[config.mk]
export PLATFORM = sky130hd
export DESIGN_NAME = ps2_keycode_tracker_flat
export DESIGN_NICKNAME = d
export VERILOG_FILES = /design/src/rtl/ps2_keycode_tracker_pkg.sv /design/src/rtl/ps2_keycode_tracker_if.sv /design/src/rtl/ps2_keycode_tracker_rx.sv /design/src/rtl/ps2_keycode_tracker.sv /design/src/flat_wrapper.sv
export SDC_FILE = /design/constraint.sdc
export NUM_CORES = 1
export LEC_CHECK = 0
export BUFFER_PORTS_ARGS = -buffer_cell sky130_fd_sc_hd__buf_2
export CAP_MARGIN = 10
export CORE_MARGIN = 4
export CORE_UTILIZATION = 40
export DETAILED_ROUTE_END_ITERATION = 7
export GPL_ROUTABILITY_DRIVEN = 1
export RECOVER_POWER = 100
export SLEW_MARGIN = 5
export SYNTH_ARGS = -nofsm -noshare
export SYNTH_HDL_FRONTEND = slang
export SYNTH_SLANG_ARGS = --single-unit
[constraint.sdc]
create_clock -name Clk -period 5.09 [get_ports Clk]
set_input_delay 1.2725 -clock Clk [delete_from_list [all_inputs] [get_ports Clk]]
set_output_delay 1.2725 -clock Clk [all_outputs]
set_load 0.005 [all_outputs]
[src/rtl/ps2_keycode_tracker_pkg.sv]
// Shared constants, state encodings and the set-2 to HID lookup for the
// PS/2 keyboard front end.
package ps2_pkg;

  // Set-2 scan codes of interest
  localparam logic [7:0] SC_W     = 8'h1D;
  localparam logic [7:0] SC_A     = 8'h1C;
  localparam logic [7:0] SC_S     = 8'h1B;
  localparam logic [7:0] SC_D     = 8'h23;
  localparam logic [7:0] SC_SPACE = 8'h29;
  localparam logic [7:0] SC_ENTER = 8'h5A;
  localparam logic [7:0] SC_EXT   = 8'hE0;
  localparam logic [7:0] SC_BREAK = 8'hF0;

  // HID usage codes
  localparam logic [7:0] HID_A     = 8'h04;
  localparam logic [7:0] HID_D     = 8'h07;
  localparam logic [7:0] HID_S     = 8'h16;
  localparam logic [7:0] HID_W     = 8'h1A;
  localparam logic [7:0] HID_SPACE = 8'h2C;
  localparam logic [7:0] HID_ENTER = 8'h28;
  localparam logic [7:0] KEY_NONE  = 8'h00;

  typedef enum logic [1:0] {RX_IDLE, RX_DATA, RX_PARITY, RX_STOP} rx_state_t;
  typedef enum logic [1:0] {D_NORM, D_BREAK, D_EXT, D_EXT_BREAK} dec_state_t;

  function automatic logic [7:0] set2_to_hid(input logic [7:0] sc);
    case (sc)
      SC_W:     return HID_W;
      SC_A:     return HID_A;
      SC_S:     return HID_S;
      SC_D:     return HID_D;
      SC_SPACE: return HID_SPACE;
      SC_ENTER: return HID_ENTER;
      default:  return KEY_NONE;
    endcase
  endfunction

endpackage

[src/rtl/ps2_keycode_tracker_if.sv]
// Keyboard-side lines and held-key/status outputs of the keycode tracker.
interface ps2_keycode_tracker_if;
  logic       PS2_CLK;
  logic       PS2_DAT;
  logic [7:0] keycode;
  logic [7:0] keycode1;
  logic [7:0] keycode2;
  logic [7:0] scancode;
  logic       frame_valid;
  logic       frame_err;

  // master drives the keyboard lines, slave is the tracker
  modport master (output PS2_CLK, PS2_DAT,
                  input  keycode, keycode1, keycode2, scancode, frame_valid, frame_err);
  modport slave  (input  PS2_CLK, PS2_DAT,
                  output keycode, keycode1, keycode2, scancode, frame_valid, frame_err);
endinterface

[src/rtl/ps2_keycode_tracker_rx.sv]
// PS/2 byte receiver: synchronizers, clock glitch filter, falling-edge strobe,
// frame FSM with parity/stop checks and an inactivity timeout.
module ps2_rx
  import ps2_pkg::*;
#(
  parameter int TIMEOUT_CYCLES = 50000,
  parameter int FILTER_LEN     = 8
) (
  input  logic       Clk,
  input  logic       Reset_n,
  input  logic       ps2_clk,
  input  logic       ps2_dat,
  output logic [7:0] data,
  output logic       frame_valid,
  output logic       frame_err
);

  localparam int FW = (FILTER_LEN > 1) ? $clog2(FILTER_LEN) : 1;
  localparam int TW = $clog2(TIMEOUT_CYCLES + 1);

  logic [1:0]    clk_sync_q, dat_sync_q;
  logic          filt_q, filt_prev_q;
  logic [FW-1:0] flt_cnt_q;
  logic          strobe, dat_s, timeout;

  rx_state_t     state_q, state_d;
  logic [7:0]    shift_q;
  logic [2:0]    bit_cnt_q;
  logic          par_q;
  logic [TW-1:0] tmo_q;
  logic          shift_en, par_en, load_byte, err;

  // NOTE: synchronizers and filter reset to the idle-high line level so that
  // releasing reset can never fabricate a falling edge.
  always_ff @(posedge Clk or negedge Reset_n) begin
    if (!Reset_n) begin
      clk_sync_q  <= 2'b11;
      dat_sync_q  <= 2'b11;
      filt_q      <= 1'b1;
      filt_prev_q <= 1'b1;
      flt_cnt_q   <= '0;
    end else begin
      // NOTE: non-blocking assignments keep every register sampling the
      // pre-edge value of the others, which the shift chains rely on.
      clk_sync_q  <= {clk_sync_q[0], ps2_clk};
      dat_sync_q  <= {dat_sync_q[0], ps2_dat};
      filt_prev_q <= filt_q;
      if (clk_sync_q[1] == filt_q) begin
        flt_cnt_q <= '0;
      end else if (flt_cnt_q == FW'(FILTER_LEN - 1)) begin
        filt_q    <= clk_sync_q[1];
        flt_cnt_q <= '0;
      end else begin
        flt_cnt_q <= flt_cnt_q + 1'b1;
      end
    end
  end

  assign strobe  = filt_prev_q & ~filt_q;
  assign dat_s   = dat_sync_q[1];
  // A strobe on the final count wins over the timeout
  assign timeout = (state_q != RX_IDLE) && !strobe && (tmo_q == TW'(TIMEOUT_CYCLES - 1));

  always_ff @(posedge Clk or negedge Reset_n) begin
    if (!Reset_n) state_q <= RX_IDLE;
    else          state_q <= state_d;
  end

  // NOTE: every signal gets a default before the case so no path infers a latch.
  always_comb begin
    state_d   = state_q;
    shift_en  = 1'b0;
    par_en    = 1'b0;
    load_byte = 1'b0;
    err       = 1'b0;
    case (state_q)
      RX_IDLE:   if (strobe && !dat_s) state_d = RX_DATA;
      RX_DATA:   if (strobe) begin
                   shift_en = 1'b1;
                   if (bit_cnt_q == 3'd7) state_d = RX_PARITY;
                 end
      RX_PARITY: if (strobe) begin
                   par_en  = 1'b1;
                   state_d = RX_STOP;
                 end
      RX_STOP:   if (strobe) begin
                   if (dat_s && (^{shift_q, par_q})) load_byte = 1'b1;
                   else                              err       = 1'b1;
                   state_d = RX_IDLE;
                 end
      default:   state_d = RX_IDLE;
    endcase
    if (timeout) begin
      state_d = RX_IDLE;
      err     = 1'b1;
    end
  end

  always_ff @(posedge Clk or negedge Reset_n) begin
    if (!Reset_n) begin
      shift_q     <= '0;
      bit_cnt_q   <= '0;
      par_q       <= 1'b0;
      tmo_q       <= '0;
      data        <= '0;
      frame_valid <= 1'b0;
      frame_err   <= 1'b0;
    end else begin
      if (strobe || state_q == RX_IDLE) tmo_q <= '0;
      else                              tmo_q <= tmo_q + 1'b1;
      if (state_q == RX_IDLE) bit_cnt_q <= '0;
      if (shift_en) begin
        shift_q   <= {dat_s, shift_q[7:1]};
        bit_cnt_q <= bit_cnt_q + 1'b1;
      end
      if (par_en)    par_q <= dat_s;
      if (load_byte) data  <= shift_q;
      frame_valid <= load_byte;
      frame_err   <= err;
    end
  end

endmodule

[src/rtl/ps2_keycode_tracker.sv]
// PS/2 keyboard front end: decodes make/break/extended prefixes and keeps a
// three-slot table of held keys as HID usage codes.
module ps2_keycode_tracker
  import ps2_pkg::*;
#(
  parameter int TIMEOUT_CYCLES = 50000,
  parameter int FILTER_LEN     = 8
) (
  input  logic                  Clk,
  input  logic                  Reset_n,
  ps2_keycode_tracker_if.slave  bus
);

  logic [7:0]      rx_data;
  logic            rx_valid, rx_err;
  dec_state_t      dec_q, dec_d;
  logic            ev_make, ev_break, ev_ext, held, placed;
  logic [7:0]      hid;
  logic [2:0][7:0] slot_q, slot_d;

  ps2_rx #(
    .TIMEOUT_CYCLES (TIMEOUT_CYCLES),
    .FILTER_LEN     (FILTER_LEN)
  ) u_rx (
    .Clk         (Clk),
    .Reset_n     (Reset_n),
    .ps2_clk     (bus.PS2_CLK),
    .ps2_dat     (bus.PS2_DAT),
    .data        (rx_data),
    .frame_valid (rx_valid),
    .frame_err   (rx_err)
  );

  always_ff @(posedge Clk or negedge Reset_n) begin
    if (!Reset_n) begin
      dec_q  <= D_NORM;
      slot_q <= '0;
    end else begin
      dec_q  <= dec_d;
      slot_q <= slot_d;
    end
  end

  // Prefix decoder; receive errors deliberately leave the state alone
  always_comb begin
    dec_d    = dec_q;
    ev_make  = 1'b0;
    ev_break = 1'b0;
    ev_ext   = (dec_q == D_EXT) || (dec_q == D_EXT_BREAK);
    if (rx_valid) begin
      case (rx_data)
        SC_EXT:   dec_d = D_EXT;
        SC_BREAK: dec_d = ev_ext ? D_EXT_BREAK : D_BREAK;
        default: begin
          ev_make  = (dec_q == D_NORM)  || (dec_q == D_EXT);
          ev_break = (dec_q == D_BREAK) || (dec_q == D_EXT_BREAK);
          dec_d    = D_NORM;
        end
      endcase
    end
  end

  // Extended keys (including keypad Enter) are not tracked
  assign hid = ev_ext ? KEY_NONE : set2_to_hid(rx_data);

  always_comb begin
    slot_d = slot_q;
    held   = 1'b0;
    placed = 1'b0;
    for (int i = 0; i < 3; i++)
      if (slot_q[i] == hid) held = 1'b1;
    if (hid != KEY_NONE) begin
      if (ev_make && !held) begin
        for (int i = 0; i < 3; i++)
          if (!placed && slot_q[i] == KEY_NONE) begin
            slot_d[i] = hid;
            placed    = 1'b1;
          end
      end
      if (ev_break) begin
        for (int i = 0; i < 3; i++)
          if (slot_q[i] == hid) slot_d[i] = KEY_NONE;
      end
    end
  end

  assign bus.keycode     = slot_q[0];
  assign bus.keycode1    = slot_q[1];
  assign bus.keycode2    = slot_q[2];
  assign bus.scancode    = rx_data;
  assign bus.frame_valid = rx_valid;
  assign bus.frame_err   = rx_err;

endmodule
[src/flat_wrapper.sv]
// flat-port wrapper written by rule: the top's interface ports become plain ports
module ps2_keycode_tracker_flat import ps2_pkg::*;
#(
  parameter int TIMEOUT_CYCLES = 50000,
  parameter int FILTER_LEN     = 8
)
  (Clk, Reset_n, bus_PS2_CLK, bus_PS2_DAT, bus_keycode, bus_keycode1, bus_keycode2, bus_scancode, bus_frame_valid, bus_frame_err);
  ps2_keycode_tracker_if bus_i ();
  input  logic Clk;
  input  logic Reset_n;
  input wire logic [$bits(bus_i.PS2_CLK)-1:0] bus_PS2_CLK;
  input wire logic [$bits(bus_i.PS2_DAT)-1:0] bus_PS2_DAT;
  output wire logic [$bits(bus_i.keycode)-1:0] bus_keycode;
  output wire logic [$bits(bus_i.keycode1)-1:0] bus_keycode1;
  output wire logic [$bits(bus_i.keycode2)-1:0] bus_keycode2;
  output wire logic [$bits(bus_i.scancode)-1:0] bus_scancode;
  output wire logic [$bits(bus_i.frame_valid)-1:0] bus_frame_valid;
  output wire logic [$bits(bus_i.frame_err)-1:0] bus_frame_err;
  assign bus_i.PS2_CLK = bus_PS2_CLK;
  assign bus_i.PS2_DAT = bus_PS2_DAT;
  assign bus_keycode = bus_i.keycode;
  assign bus_keycode1 = bus_i.keycode1;
  assign bus_keycode2 = bus_i.keycode2;
  assign bus_scancode = bus_i.scancode;
  assign bus_frame_valid = bus_i.frame_valid;
  assign bus_frame_err = bus_i.frame_err;
  ps2_keycode_tracker #(.TIMEOUT_CYCLES(TIMEOUT_CYCLES), .FILTER_LEN(FILTER_LEN)) u_core (.Clk(Clk), .Reset_n(Reset_n), .bus(bus_i));
endmodule
== Yosys cells after proc, flatten, opt, wreduce, memory -nomap -nowiden ==
Cells that the tools add are included.

* $add $sub $neg: 3
* Eq/ne operators: 26
* Mux-type cells: 47
* Bitwise gates (word level): 3
* Reductions and logical operators: 28

{| class="wikitable"
|+ Operator list
! cell !! number
|-
| $mux W24 || 2
|-
| $mux W8 || 6
|-
| $pmux W6 S6 || 1
|-
| $eq A8 B5 Y1 const B || 3
|-
| $eq A8 B8 Y1 || 3
|-
| $logic_not A8 Y1 || 3
|-
| $mux W1 || 23
|-
| $add A16 B1 Y16 const B || 1
|-
| $eq A16 B16 Y1 const B || 1
|-
| $eq A8 B6 Y1 const B || 2
|-
| $eq A8 B8 Y1 const B || 2
|-
| $mux W16 || 1
|-
| $ne A3 B3 Y1 const B || 5
|-
| $mux W2 || 7
|-
| $mux W3 || 4
|-
| $reduce_xor A9 Y1 || 1
|-
| $eq A2 B2 Y1 const B || 4
|-
| $eq A8 B7 Y1 const B || 1
|-
| $pmux W2 S4 || 1
|-
| $reduce_bool A8 Y1 || 1
|-
| $logic_and A1 B1 Y1 || 7
|-
| $add A3 B1 Y3 const B || 2
|-
| $eq A3 B3 Y1 const B || 2
|-
| $mux W6 || 1
|-
| 12 further kinds || 23
|}

* Register bits after elaboration: 75
* Output and inout port bits: 34
* Logic and storage cells: 124

== Logic depth before layout (Yosys ltp) ==
* Depth after elaboration: 22
* Gate-level depth with buffers: 10

== By module ==
Synthesis repeated with hierarchy kept, for this count alone.

* Cells, all modules: 372
* Area total of the unflattened synthesis: 3945.0 µm²

{| class="wikitable"
|+ Modules (own cells, without submodules)
! module !! instances !! cells an instance !! area each (µm²) !! sequential area each (µm²)
|-
| ps2_rx || 1 || 181 || 2200.9 || 1233.7
|-
| ps2_keycode_tracker || 1 || 191 || 1744.2 || 650.6
|}

== Worst setup path after synthesis ==
No wires, ideal clock.

* Path kind: flip-flop to flip-flop
* From: register u_core.u_rx.data[5]
* To: register u_core.slot_q (netlist bit u_core.bus.keycode2[2])
* Arrival time: 2230 ps
* Data required time: 4969 ps
* Path slack: 2739 ps
* Stages on the path, launching flop included: 9
* Path buffers: 0
* Period minus slack after synthesis: 2351 ps
* Path through: dfrtp_1 -> and3b_1 -> o2111ai_2 -> nand2_1 -> xor2_1 -> or4b_4 -> a31oi_4 -> nand2_2 -> a22o_1

* Cells in the longest elaborated chain, start to end: 12
* Elaborated cells on any way between the ends: 28

{| class="wikitable"
|+ Ends and longest elaborated chain
! item !! RTL line !! text
|-
| start: declaration || ps2_keycode_tracker_rx.sv:13 || <nowiki>output logic [7:0] data,</nowiki>
|-
| start signal: assignment || ps2_keycode_tracker_rx.sv:117 || <nowiki>if (load_byte) data <= shift_q;</nowiki>
|-
| $eq A8 B7 Y1 (tied with other cells) || ps2_keycode_tracker_pkg.sv:28 || <nowiki>case (sc)</nowiki>
|-
| $pmux W6 S6 || ps2_keycode_tracker_pkg.sv:28 ||
|-
| $mux W6 || ps2_keycode_tracker.sv:64 || <nowiki>assign hid = ev_ext ? KEY_NONE : set2_to_hid(rx_data);</nowiki>
|-
| $eq A8 B8 Y1 || ps2_keycode_tracker.sv:71 || <nowiki>if (slot_q[i] == hid) held = 1'b1;</nowiki>
|-
| $mux W1 (3 in series) || ps2_keycode_tracker.sv:71 ||
|-
| $logic_not A1 Y1 || ps2_keycode_tracker.sv:73 || <nowiki>if (ev_make && !held) begin</nowiki>
|-
| $logic_and A1 B1 Y1 || ps2_keycode_tracker.sv:73 ||
|-
| $mux W24 || ps2_keycode_tracker.sv:73 ||
|-
| $mux W8 || ps2_keycode_tracker.sv:82 || <nowiki>if (slot_q[i] == hid) slot_d[i] = KEY_NONE;</nowiki>
|-
| $mux W24 || ps2_keycode_tracker.sv:80 || <nowiki>if (ev_break) begin</nowiki>
|-
| end signal: assignment || ps2_keycode_tracker.sv:40 || <nowiki>slot_q <= slot_d;</nowiki>
|-
| end: declaration || ps2_keycode_tracker.sv:19 || <nowiki>logic [2:0][7:0] slot_q, slot_d;</nowiki>
|}

Parallel ways exist; a longest one is shown, timed or not.
A chain may end at the register's enable or synchronous reset.

== Worst setup path in the final report ==
* From: register u_core.u_rx.data[3]
* To: register u_core.slot_q (netlist bit u_core.bus.keycode1[4])

The elaborated chain is that of the path after synthesis.

==> results.yml <==
outcome:
  status: "finished, violations left"
  failed_checks: "capacitance limit, slew limit"
timing:
  fin_setup_tns_ns: 0
  tightest_slew_ns: 1.811
  final-setup-viol-count: 0
  grt_setup_unrepaired: "false"
  post-route-period-util_pct: 61.97
  relSlewSlack_pct: -20.71
  finClkSkew_ns: 0.009084
  max_freq_mhz: 317.0
  period_needed_ns: 3.154
  final_hold_viol_count: 0
  hold_ws_ns: 0.3571
  slew_viol_final: 76
synthesis:
  synth_fa_ha_area_share_pct: 3.016
  synthTopCellsByArea: "dfrtp_1 46%, mux2_2 5.4%, dfstp_2 4.2%"
  synth-seq-area-share_pct: 50.47
  syn_area_um2: 3734
  avgSynthCellArea_um2: 10.79
  post_synth_mux_area_share_pct: 5.429
  synth.top_cell.area_share_pct: 46.25
  synth-simple-area-share_pct: 20.54
  yosys-top-cells-count: "69 x dfrtp_1, 29 x nor2_1, 21 x nand2_1"
  syn_nets: 359
  synth-xor-area-share_pct: 6.568
  synth_top_cell_by_area: "dfrtp_1"
  synth_edf_count: 0
  async_flop_share_pct: 100.0
  synth-seq-cells: 75
  synth_top_family_by_area: "simple AND/OR/NAND/NOR gates"
  netlist_instances: 346
  synth_ff_type: "dfrtp_1"
  yosys_warnings: 0
  synth_cell_types: 55
  synth_compound_area_share_pct: 11.03
  synth_most_common_cell: "dfrtp_1"
worst_setup_path:
  rr_startpoint: "u_core.u_rx.data[3]$_DFFE_PN0P_"
  slowest_delay_ns: 0.84
  crit_chain: "nand3b_1 -> a21oi_1 -> o21a_1 -> nor3_1 -> o2111ai_1 -> a21oi_1 -> nor4_1 -> a22o_1"
  r2r-end: "u_core.bus.keycode1[4]$_DFFE_PN0P_"
  crit_slowest_cell: "nor4_1"
  r2r_cells: 8
  end_kind: "flip-flop"
  reg2reg_slack_ns: 1.94
  critPathKind: "flip-flop to flip-flop"
  cp_max_fo: 11
  required_ns: 5.37
  critPathLaunchType: "flip-flop"
  crit_path_frequent_cell: "a21oi_1"
  cp.arrival_ns: 3.43
grt:
  track_usage_pct: 14.47
  grt_pass1_wl_um: 12940
  met2_usage_pct: 23.80
  grt_start_max_net_pins: 76
  grt_pass1_vias: 2642
  busiest_layer: "met2"
  grt-ovfl-total: 0
  grt.met1_usage_pct: 18.61
  antenna_found_initial: 0
  grt_use_met3_pct: 3.884
drt:
  ant_nets: 0
  first_iter_violations: 96
  drt-wirelength-per-cell_um: 15.21
  vias: 2639
  drt_wl_total_um: 7512
  post-route-drc-count: 0
  drtPass1Iterations: 4
  post_drt_via_cell_ratio: 5.342
placement:
  hpwl_um: 5286
  portBuffers: 37
  place.gp.congestion: 0.7875
  place_area_um2: 4003
clocking:
  clkLatencyLatePin_ns: 0.34
  clock_sinks: 75
  cts_buffers: 9
  path_clk_slew_ns: 0.08
  clk_path_buf_depth: 2
  cts_tree: "built"
  postCtsHoldBufs: 0
  post-cts-setup-buffers: 0
  cts_resized: 0
  htreeDepth: 3
  clockRootBuffer: "clkbuf_8"
hold_path:
  hold_path_depth: 0
  holdCritPathClass: "flip-flop to flip-flop"
  min_from: "u_core.u_rx.dat_sync_q[0]$_DFF_PN1_"
  hold_end: "u_core.u_rx.dat_sync_q[1]$_DFF_PN1_"
final_layout:
  antenna_cells: 0
  drive_gt1_share_pct: 17.62
  area_growth_syn_to_layout_pct: 11.16
  fin_area_um2: 4150
  final_nets: 394
  fillers: 838
pwr:
  p_leak_nw: 1.877
  powerDensity_nw_per_um2: 338.7
  max-vdd-ir-drop_uv: 199.7
die:
  ios: 38
  die_h_um: 104.6
  initial_core_util_pct: 41.99
  coreArea_um2: 8891
  die_w_um: 104.6
  num_rows: 34
  die-area_um2: 10940
flow_run:
  cap_violations: 1
==> cells in the final DEF, fill, tap and decap left out, types with 3 or more instances in the layout <==
cell type  instances
a22o_1            15
mux2_2            18
nor3b_1            5
nand2_1           22
nor2_1            29
clkbuf_8          10
nand3_1           13
nand3b_1           7
buf_2             18
clkbuf_1          20
inv_1             15
o21ai_0           10
dfstp_2            5
nand2b_1           5
xor2_1            11
or3_1              6
nor2b_1            6
or4_1              3
nand4_1            8
xnor2_1           17
nor4_1             5
o2bb2ai_1          4
ha_1               9
a21oi_1           10
dfrtp_1           69
nor3_1             6
==> where the power goes <==
group | total, mW | leakage, nW | internal, mW | switching [mW]
Combinational | 0.246 | 0.764 | 0.101 | 0.145
Sequential | 0.699 | 1.02 | 0.652 | 0.0463
Clock | 0.461 | 0.0966 | 0.241 | 0.220
==> cell type report <==
class | instances | area, um2 | area share (%)
clock buffer | 12 | 145.1 | 3.497
clock inverter | 4 | 51.30 | 1.236
inverter | 15 | 56.30 | 1.357
multi-input combinational | 243 | 1715 | 41.33
sequential | 75 | 1884 | 45.40
tap | 108 | 135.1 | 3.256
timing repair buffer | 37 | 162.7 | 3.919
==> flip-flops by register name (all words and copies together), names as in the netlist, 3 cells and up <==
register,cells
u_core.u_rx.flt_cnt_q,3
u_core.u_rx.shift_q,8
u_core.u_rx.bit_cnt_q,3
u_core.u_rx.data,8
u_core.u_rx.tmo_q,16
u_core.bus.keycode,8
u_core.bus.keycode1,8
u_core.bus.keycode2,8
==> worst max-delay path: cells and delay by family, from the launching register on <==
| kind | cells | cell delay, ns |
|---|---|---|
| AOI/OAI and AO/OA | 5 | 1.46 |
| DFF | 1 | 0.56 |
| and+or+nand+nor | 3 | 1.07 |
==> per-layer routing <==
layer	share of wire [%]	vias to the layer above	wire length [um]
met5	0	-	0
met4	1.1	0	82
met3	4.4	7	331
met2	48	41	3575
met1	47	1277	3523
li1	-	1314	-
==> kinds of logic after synthesis <==
logic type / Yosys count
AO/OA/AOI/OAI: 55
XOR/XNOR: 28
adder cells (fa/ha/maj): 9
buffers and inverters: 28
flip-flops: 75
multiplexers: 18
AND/OR/NAND/NOR: 133
==> how the worst max path moves through the flow <==
stage | startpoint | endpoint | slack, ns | cells past startpoint
floorplan | u_core.u_rx.data[5]$_DFFE_PN0P_ | u_core.bus.keycode2[2]$_DFFE_PN0P_ | 2.74 | 8
global placement | u_core.u_rx.data[2]$_DFFE_PN0P_ | u_core.bus.keycode2[0]$_DFFE_PN0P_ | 2.26 | 8
detailed placement | u_core.u_rx.data[2]$_DFFE_PN0P_ | u_core.bus.keycode1[4]$_DFFE_PN0P_ | 2.22 | 8
CTS | u_core.u_rx.data[2]$_DFFE_PN0P_ | u_core.bus.keycode1[4]$_DFFE_PN0P_ | 2.19 | 8
global route | u_core.u_rx.data[2]$_DFFE_PN0P_ | u_core.bus.keycode1[1]$_DFFE_PN0P_ | 1.74 | 8
finish | u_core.u_rx.data[3]$_DFFE_PN0P_ | u_core.bus.keycode1[4]$_DFFE_PN0P_ | 1.94 | 8
==> stage by stage <==
| stage | util, % | total power [mW] | instances | setup WS (ns) |
|---|---|---|---|---|
| after floorplan | - | 0.9002 | 346 | 2.739 |
| after global placement | 45.02 | 0.9529 | 478 | 2.263 |
| after detailed placement | 45.02 | 0.9641 | 478 | 2.217 |
| after CTS | 47.23 | 1.432 | 494 | 2.193 |
| after global routing | 46.68 | 1.492 | 494 | 1.737 |
| final | 46.68 | 1.406 | 494 | 1.936 |
Power figures use the tool's default switching activity.
